[src/rtl/serial_compare_ctrl_if.sv]
// Operand/result bundle for serial_compare_ctrl: operand pair in, compare flags out.
// master = producer/consumer side, slave = the comparator controller.
interface serial_compare_ctrl_if #(
    parameter int WIDTH = 8
);
    logic             in_valid;
    logic             in_ready;
    logic [WIDTH-1:0] a_in;
    logic [WIDTH-1:0] b_in;
    logic             out_valid;
    logic             out_ready;
    logic             a_eq_b;
    logic             a_gt_b;
    logic             a_lt_b;

    modport master (
        output in_valid, a_in, b_in, out_ready,
        input  in_ready, out_valid, a_eq_b, a_gt_b, a_lt_b
    );

    modport slave (
        input  in_valid, a_in, b_in, out_ready,
        output in_ready, out_valid, a_eq_b, a_gt_b, a_lt_b
    );
endinterface

[src/rtl/serial_compare_ctrl.sv]
// MSB-first serial magnitude comparator, one 2-bit slice per clock through a shared slice compare.
// Optional SERIAL_CMP_EARLY_EXIT_EN: finish on the first differing slice instead of a full scan.
module serial_compare_ctrl #(
    parameter int WIDTH = 8
) (
    input  logic                 clk,
    input  logic                 rst,
    serial_compare_ctrl_if.slave bus,
    output logic                 busy,
    output logic [1:0]           state_dbg
);
    // Handshakes: a transfer happens on a rising edge where valid && ready are both high.
    // in_ready is high only in IDLE; out_valid is high only in DONE and the flags hold
    // steady there until out_ready is seen.

    localparam int N  = WIDTH / 2;
    localparam int IW = (N > 1) ? $clog2(N) : 1;

    typedef enum logic [1:0] {
        IDLE = 2'd0,
        RUN  = 2'd1,
        DONE = 2'd2
    } state_t;

    state_t           state;
    state_t           state_nxt;
    logic [WIDTH-1:0] op_a;
    logic [WIDTH-1:0] op_b;
    logic [IW-1:0]    idx;
    logic             dec_gt;
    logic             dec_lt;
    logic             res_eq;
    logic             res_gt;
    logic             res_lt;

    logic [1:0]       sl_a;
    logic [1:0]       sl_b;
    logic             undecided;
    logic             nxt_gt;
    logic             nxt_lt;
    logic             last_slice;
    logic             run_exit;
    logic             accept;

    // Shared slice compare: select the current slice of each operand by idx.
    always_comb begin
        sl_a = 2'b00;
        sl_b = 2'b00;
        for (int i = 0; i < N; i++) begin
            if (idx == IW'(i)) begin
                sl_a = op_a[2*i +: 2];
                sl_b = op_b[2*i +: 2];
            end
        end
    end

    // A decision, once recorded, is sticky: later slices only matter while undecided.
    assign undecided  = !(dec_gt || dec_lt);
    assign nxt_gt     = dec_gt || (undecided && (sl_a > sl_b));
    assign nxt_lt     = dec_lt || (undecided && (sl_a < sl_b));
    assign last_slice = (idx == '0);
    assign accept     = bus.in_valid && (state == IDLE);

`ifdef SERIAL_CMP_EARLY_EXIT_EN
    assign run_exit = last_slice || nxt_gt || nxt_lt;
`else
    assign run_exit = last_slice;
`endif

    // State register
    always_ff @(posedge clk or posedge rst) begin
        if (rst) begin
            state <= IDLE;
        end else begin
            state <= state_nxt;
        end
    end

    // Next-state logic
    always_comb begin
        state_nxt = state;
        case (state)
            IDLE: if (accept)        state_nxt = RUN;
            RUN:  if (run_exit)      state_nxt = DONE;
            DONE: if (bus.out_ready) state_nxt = IDLE;
            default:                 state_nxt = IDLE;
        endcase
    end

    // Outputs
    always_comb begin
        bus.in_ready  = (state == IDLE);
        bus.out_valid = (state == DONE);
        bus.a_eq_b    = res_eq;
        bus.a_gt_b    = res_gt;
        bus.a_lt_b    = res_lt;
        busy          = (state != IDLE);
        state_dbg     = state;
    end

    // Operand, slice index, decision and result registers
    always_ff @(posedge clk or posedge rst) begin
        if (rst) begin
            op_a   <= '0;
            op_b   <= '0;
            idx    <= '0;
            dec_gt <= 1'b0;
            dec_lt <= 1'b0;
            res_eq <= 1'b0;
            res_gt <= 1'b0;
            res_lt <= 1'b0;
        end else begin
            case (state)
                IDLE: begin
                    if (accept) begin
                        op_a   <= bus.a_in;
                        op_b   <= bus.b_in;
                        idx    <= IW'(N - 1);
                        dec_gt <= 1'b0;
                        dec_lt <= 1'b0;
                        res_eq <= 1'b0;
                        res_gt <= 1'b0;
                        res_lt <= 1'b0;
                    end
                end
                RUN: begin
                    dec_gt <= nxt_gt;
                    dec_lt <= nxt_lt;
                    // Flags take the decision including one made on this final slice.
                    if (run_exit) begin
                        res_gt <= nxt_gt;
                        res_lt <= nxt_lt;
                        res_eq <= !(nxt_gt || nxt_lt);
                    end else begin
                        idx <= idx - IW'(1);
                    end
                end
                DONE: begin
                    if (bus.out_ready) begin
                        res_eq <= 1'b0;
                        res_gt <= 1'b0;
                        res_lt <= 1'b0;
                    end
                end
                default: begin
                end
            endcase
        end
    end
endmodule

[src/flat_wrapper.sv]
// flat-port wrapper written by rule: the top's interface ports become plain ports
module serial_compare_ctrl_flat 
#(
    parameter int WIDTH = 8
)
  (clk, rst, busy, state_dbg, bus_in_valid, bus_a_in, bus_b_in, bus_out_ready, bus_in_ready, bus_out_valid, bus_a_eq_b, bus_a_gt_b, bus_a_lt_b);
  serial_compare_ctrl_if #(.WIDTH(WIDTH)) bus_i ();
  input  logic clk;
  input  logic rst;
  output logic busy;
  output logic [1:0] state_dbg;
  input wire logic [$bits(bus_i.in_valid)-1:0] bus_in_valid;
  input wire logic [$bits(bus_i.a_in)-1:0] bus_a_in;
  input wire logic [$bits(bus_i.b_in)-1:0] bus_b_in;
  input wire logic [$bits(bus_i.out_ready)-1:0] bus_out_ready;
  output wire logic [$bits(bus_i.in_ready)-1:0] bus_in_ready;
  output wire logic [$bits(bus_i.out_valid)-1:0] bus_out_valid;
  output wire logic [$bits(bus_i.a_eq_b)-1:0] bus_a_eq_b;
  output wire logic [$bits(bus_i.a_gt_b)-1:0] bus_a_gt_b;
  output wire logic [$bits(bus_i.a_lt_b)-1:0] bus_a_lt_b;
  assign bus_i.in_valid = bus_in_valid;
  assign bus_i.a_in = bus_a_in;
  assign bus_i.b_in = bus_b_in;
  assign bus_i.out_ready = bus_out_ready;
  assign bus_in_ready = bus_i.in_ready;
  assign bus_out_valid = bus_i.out_valid;
  assign bus_a_eq_b = bus_i.a_eq_b;
  assign bus_a_gt_b = bus_i.a_gt_b;
  assign bus_a_lt_b = bus_i.a_lt_b;
  serial_compare_ctrl #(.WIDTH(WIDTH)) u_core (.clk(clk), .rst(rst), .bus(bus_i), .busy(busy), .state_dbg(state_dbg));
endmodule
[config.mk]
export PLATFORM = sky130hd
export DESIGN_NAME = serial_compare_ctrl_flat
export DESIGN_NICKNAME = d
export VERILOG_FILES = /design/src/rtl/serial_compare_ctrl_if.sv /design/src/rtl/serial_compare_ctrl.sv /design/src/flat_wrapper.sv
export SDC_FILE = /design/constraint.sdc
export NUM_CORES = 1
export LEC_CHECK = 0
export ABC_AREA = 1
export BUFFER_PORTS_ARGS = -buffer_cell sky130_fd_sc_hd__buf_2
export CORE_MARGIN = 3
export CORE_UTILIZATION = 25
export CTS_BUF_LIST = sky130_fd_sc_hd__clkbuf_8
export DETAILED_ROUTE_END_ITERATION = 12
export PLACE_DENSITY_LB_ADDON = 0.1
export SETUP_SLACK_MARGIN = 0.02
export SLEW_MARGIN = 20
export SYNTH_ARGS = -nofsm -noshare
export SYNTH_HDL_FRONTEND = slang
export SYNTH_SLANG_ARGS = --single-unit
[constraint.sdc]
create_clock -name clk -period 2.65 [get_ports clk]
set_clock_uncertainty 0.2 [all_clocks]
set_input_delay 0.795 -clock clk [delete_from_list [all_inputs] [get_ports clk]]
set_output_delay 0.795 -clock clk [all_outputs]
set_load 0.01 [all_outputs]
==> Word-level counts from Yosys, hierarchy flattened <==
Index checks and enable logic that the tools add are counted.
{ "totals": {"regBits": 25, "inputBits": 20, "output_inout_bits": 8, "word_cells": 65} }
{ "op_classes": {"add_sub_neg": 1, "order_cmp": 2, "n_eq_ne": 9, "muxes": 25, "reduce_logical": 19} }
{ "ops": {"columns": ["operator", "n"], "rows": [
  ["$mux 2", 13],
  ["$pmux 1 s3", 3],
  ["$eq 2x2->1 const B", 3],
  ["$pmux 2 s3", 1],
  ["$reduce_and 3->1", 2],
  ["$mux 1", 5],
  ["$eq 2x1->1 const B", 2],
  ["$logic_not 2->1", 2],
  ["$logic_or 1x1->1", 4],
  ["$ne 2x1->1 const B", 2],
  ["$ne 2x2->1 const B", 2],
  ["$pmux 1 s2", 2],
  ["$pmux 2 s2", 1],
  ["$reduce_and 2->1", 2],
  ["$reduce_and 4->1", 1],
  ["$reduce_bool 2->1", 2],
  ["$logic_and 1x1->1", 3],
  ["$reduce_bool 3->1", 1],
  ["$gt 2x2->1", 1],
  ["$logic_not 1->1", 2],
  ["$lt 2x2->1", 1],
  ["$sub 2x1->2 const B", 1]
]} }

==> Depth between registers and ports, before layout <==
{ "depth": {"word_depth": 12, "mapped_depth": 15, "ltp_nobuf": 15} }

==> Worst setup path after synthesis <==
Ideal clock, no wire load.
{ "synth_path": {"kind": "flip-flop to flip-flop", "startpoint": "register u_core.idx[0]", "endpoint": "register u_core.res_gt, in the netlist u_core.bus.a_gt_b", "setup_time_ns": 0.123, "t_arrival_ns": 1.630, "required_ns": 2.327, "slack_ns": 0.697, "stages_incl_launch_ff": 14, "path_buffers": 0, "period_less_slack_ns": 1.953, "cell_sequence": "dfrtp_1 -> inv_1 -> ha_1 -> inv_1 -> nor2_1 -> nor2_1 -> a22oi_1 -> ha_1 -> nand2_1 -> nand2_1 -> nand2_1 -> nor2_1 -> nand2_1 -> nand2_1"} }
{ "synth_between": {"elab_chain_cells": 10, "elab_cells_between_ends": 19, "cone_classes": "order compare (1); eq/ne (4); mux (10); reduce/logical (4)"} }
{ "synth_rtl": {"columns": ["element", "line_no", "rtl"], "rows": [
  ["start: declaration", "serial_compare_ctrl.sv:29", "logic [IW-1:0] idx;"],
  ["start signal: assignment", "serial_compare_ctrl.sv:118", "idx <= IW'(N - 1);"],
  ["start signal: assignment", "serial_compare_ctrl.sv:135", "idx <= idx - IW'(1);"],
  ["$logic_not 2->1", "serial_compare_ctrl.sv:50, serial_compare_ctrl.sv:61", null],
  ["$mux 2 (4 in a row)", "serial_compare_ctrl.sv:50", "if (idx == IW'(i)) begin"],
  ["$gt 2x2->1", "serial_compare_ctrl.sv:59", "assign nxt_gt = dec_gt || (undecided && (sl_a > sl_b));"],
  ["$logic_and 1x1->1", "serial_compare_ctrl.sv:59", null],
  ["$logic_or 1x1->1", "serial_compare_ctrl.sv:59", null],
  ["$mux 1", "serial_compare_ctrl.sv:130", "if (run_exit) begin"],
  ["$pmux 1 s3", "serial_compare_ctrl.sv:113", "case (state)"],
  ["end signal: assignment", "serial_compare_ctrl.sv:131", "res_gt <= nxt_gt;"],
  ["end: declaration", "serial_compare_ctrl.sv:33", "logic res_gt;"]
]} }
Several ways; a longest one is shown, not always the timed one. The select of a mux whose other input is x is not followed.
A chain may end at the register's enable or synchronous reset.

==> Final worst setup path <==
Ends and elaborated chain as after synthesis.

==> out/metrics.cfg <==
[status]
status = complete, no violations

[global_route]
grt_pass1_vias = 1133
grt_max_degree = 26
grt_util_all_layers = 0.1039
grt_pass1_wl_mm = 5.016
antenna_found_initial = 0
overflow = 0

[worst_setup_path]
worstSetupEndpoint = u_core.bus.a_gt_b$_DFFE_PP0P_
critPathBufInv = 1
ff2ff_path_depth = 13
cp-end-kind = register
r2r_end = u_core.bus.a_gt_b$_DFFE_PP0P_
crit_top_cell = nand2_1
cp_slowest_stage_delay_ns = 0.41
timing.rr.start = u_core.idx[0]$_DFFE_PP0P_
path_cells = inv_1, ha_1, nand2_1, nand2_1, o211ai_1, nand2_1, o21ai_0, ha_1, nand2_1, a21oi_1, nor2_1, nand2_1, nand2_1
critPathKind = reg -> reg
cp.required_ns = 2.61
startpoint = u_core.idx[0]$_DFFE_PP0P_
cp.arrival_ns = 2.15
crit_slowest_cell = dfrtp_1
cp.depth = 13
reg2reg_setup_slack_ns = 0.46
cp_top_family = adder cells
start_kind = register
crit_fanout = 5

[yosys]
syn_avg_cell_area_um2 = 7.816
ys_seq_elements = 25
yosys.area.top_type = dfrtp_1
synth_ff_type = dfrtp_1
yosys_warnings = 0
netlist_area_um2 = 1266
synthCells = 162
synth_top_area_share = 0.4941
synth.most_common_cell = nand2_1
synth_edf_count = 0
seq_area_frac_synth = 0.4941
synth_area_leaders = dfrtp_1, nand2_1, ha_1
synth.net_count = 188
synth_async_sr_flop_share = 1.000
synthTopCellsByCount = nand2_1, dfrtp_1, inv_1, o21ai_0
synthDistinctLibCells = 17

[sta]
slew_violations = 0
setup_viol = 0
hold_viol = 0
hold_ws_ns = 0.2938
post-route-min-period_ns = 2.187
tightest_slew_ns = 0.3223
tns_ns = 0
rsz0062_at_grt = false
fin_crit_sh = 0.8254
slew_headroom = 0.7852
timing.fmax_ghz = 0.4572

[power_and_ir_drop]
clock_power_share = 0.121
p_int_mw = 1.017
netSwitchingPower_uw = 849.1
vdd_drop_max_uv = 303.6
combPwrFrac = 0.506
netSwitchingFraction = 0.4549
p_per_area_nw_per_um2 = 1226
leakagePower_nw = 0.8674
power_mw = 1.866
p_seq_frac = 0.373

[floorplan]
fp.dieArea_um2 = 5954
die_h_um = 77.17
num_io_pins = 28
die_w_um = 77.17
rows = 25
initial_utilization = 0.2629
core_area_um2 = 4817

[finish]
drive_above_1_share = 0.1875
antenna_cells = 0
finish.instance_area_um2 = 1523
syn_to_final_growth_pct = 20.26
fill_cells = 557
final_nets = 219
fin_util = 0.3161

[routing]
vias_per_cell = 4.135
dr.first_iter.drc_count = 31
drc = 0
dr.pass1.iters = 4
highest_layer = met4
num_vias = 1071
route.met2.wl_mm = 1.354
wl_met1_mm = 1.350
avgRoutedWirePerCell_um = 11.00
ant_nets = 0
met3_length_um = 120
drt-total-wl_mm = 2.849

[hold_path]
holdCritPathClass = reg -> reg

[clocking]
htree_levels = 1
clockBufferDepth = 2
clockRootBuffer = clkbuf_8
cts_sinks = 25
cts_hold_buffers = 0
post_cts_resized = 0
clk_pin_slew_worst_paths_ns = 0.09
post_cts_buffers = 0
clock_latency_ns = 0.27
cts_tree = done
cts_made_buffers = 3

[placement]
io_buffers = 27
dp_hpwl_mm = 2.163
dpl-instance-area_um2 = 1476
gp_congestion = 0.8518

[job]
drv_cap = 0

-- worst reg2reg max path, delay by kind of cell (launching register included) --
family | cells | cell delay, ns
buf+inv | 1 | 0.12
flops | 1 | 0.41
compound gates | 3 | 0.37
fa+ha+maj | 2 | 0.55
simple gates | 7 | 0.44
-- metal layers --
| layer | track usage | vias up |
|---|---|---|
| met5 | 0 | - |
| met4 | 0.04448 | 0 |
| met3 | 0.01995 | 2 |
| met2 | 0.1718 | 18 |
| met1 | 0.1315 | 485 |
| li1 | - | 566 |
-- stage by stage --
stage / std cells / setup WS [ns]
2_1_floorplan: 162 / 0.6969
3_3_place_gp: 255 / 0.5156
3_5_place_dp: 255 / 0.4782
4_1_cts: 259 / 0.4537
5_1_grt: 259 / 0.1783
6_report: 259 / 0.4627
-- cell families (layout without fill, tap and decap cells) --
family	count (synthesis)	count (layout)	share of synthesized area
buf+inv	19	49	0.06522
flops	25	25	0.4941
compound gates	22	22	0.09585
simple gates	90	90	0.2856
fa+ha+maj	6	6	0.05929
-- area by class of cell --
type,count,area [um2],area share
clock inverters,1,5.005,0.003287
clock buffers,3,41.29,0.02712
multi-input cells,118,558.0,0.3665
flip-flops and latches,25,625.6,0.4108
repair buffers,28,142.6,0.09367
well taps,67,83.83,0.05505
inverters,17,66.31,0.04355
-- state kept, by name, summed over array words and instances (netlist names), 2 cells and up --
register and flops:
u_core.idx 2, u_core.op_a 8, u_core.op_b 8, u_core.state_dbg 2
-- power by group through the flow --
stage	combinational [mW]	sequential (mW)	clock [mW]
after floorplan	0.721	0.679	0
after global placement	0.946	0.705	0
after detailed placement	0.957	0.706	0
after CTS	0.968	0.700	0.242
after global routing	1.14	0.717	0.258
final	0.945	0.695	0.226
-- how the worst min path moves through the flow --
stage	startpoint	endpoint	slack, ns	depth (start not counted)
final	u_core.op_b[0]$_DFFE_PP0P_	u_core.op_b[0]$_DFFE_PP0P_	0.29	2
after global routing	u_core.op_b[0]$_DFFE_PP0P_	u_core.op_b[0]$_DFFE_PP0P_	0.32	2
after CTS	u_core.op_a[7]$_DFFE_PP0P_	u_core.op_a[7]$_DFFE_PP0P_	0.30	2
after detailed placement	u_core.op_a[7]$_DFFE_PP0P_	u_core.op_a[7]$_DFFE_PP0P_	0.27	2
after global placement	u_core.op_a[7]$_DFFE_PP0P_	u_core.op_a[7]$_DFFE_PP0P_	0.28	2
after floorplan	u_core.op_a[6]$_DFFE_PP0P_	u_core.op_a[6]$_DFFE_PP0P_	0.24	2
-- cell usage in the layout, fill, tap and decap left out, types with 3 or more instances in the layout --
cell type / n
dfrtp_1: 25
nand3_1: 5
nor2_1: 8
ha_1: 6
clkbuf_8: 3
o211ai_1: 3
buf_2: 27
o21ai_0: 9
inv_1: 16
a21oi_1: 8
nand2_1: 74
No activity file was read; power rests on OpenSTA's default activity.
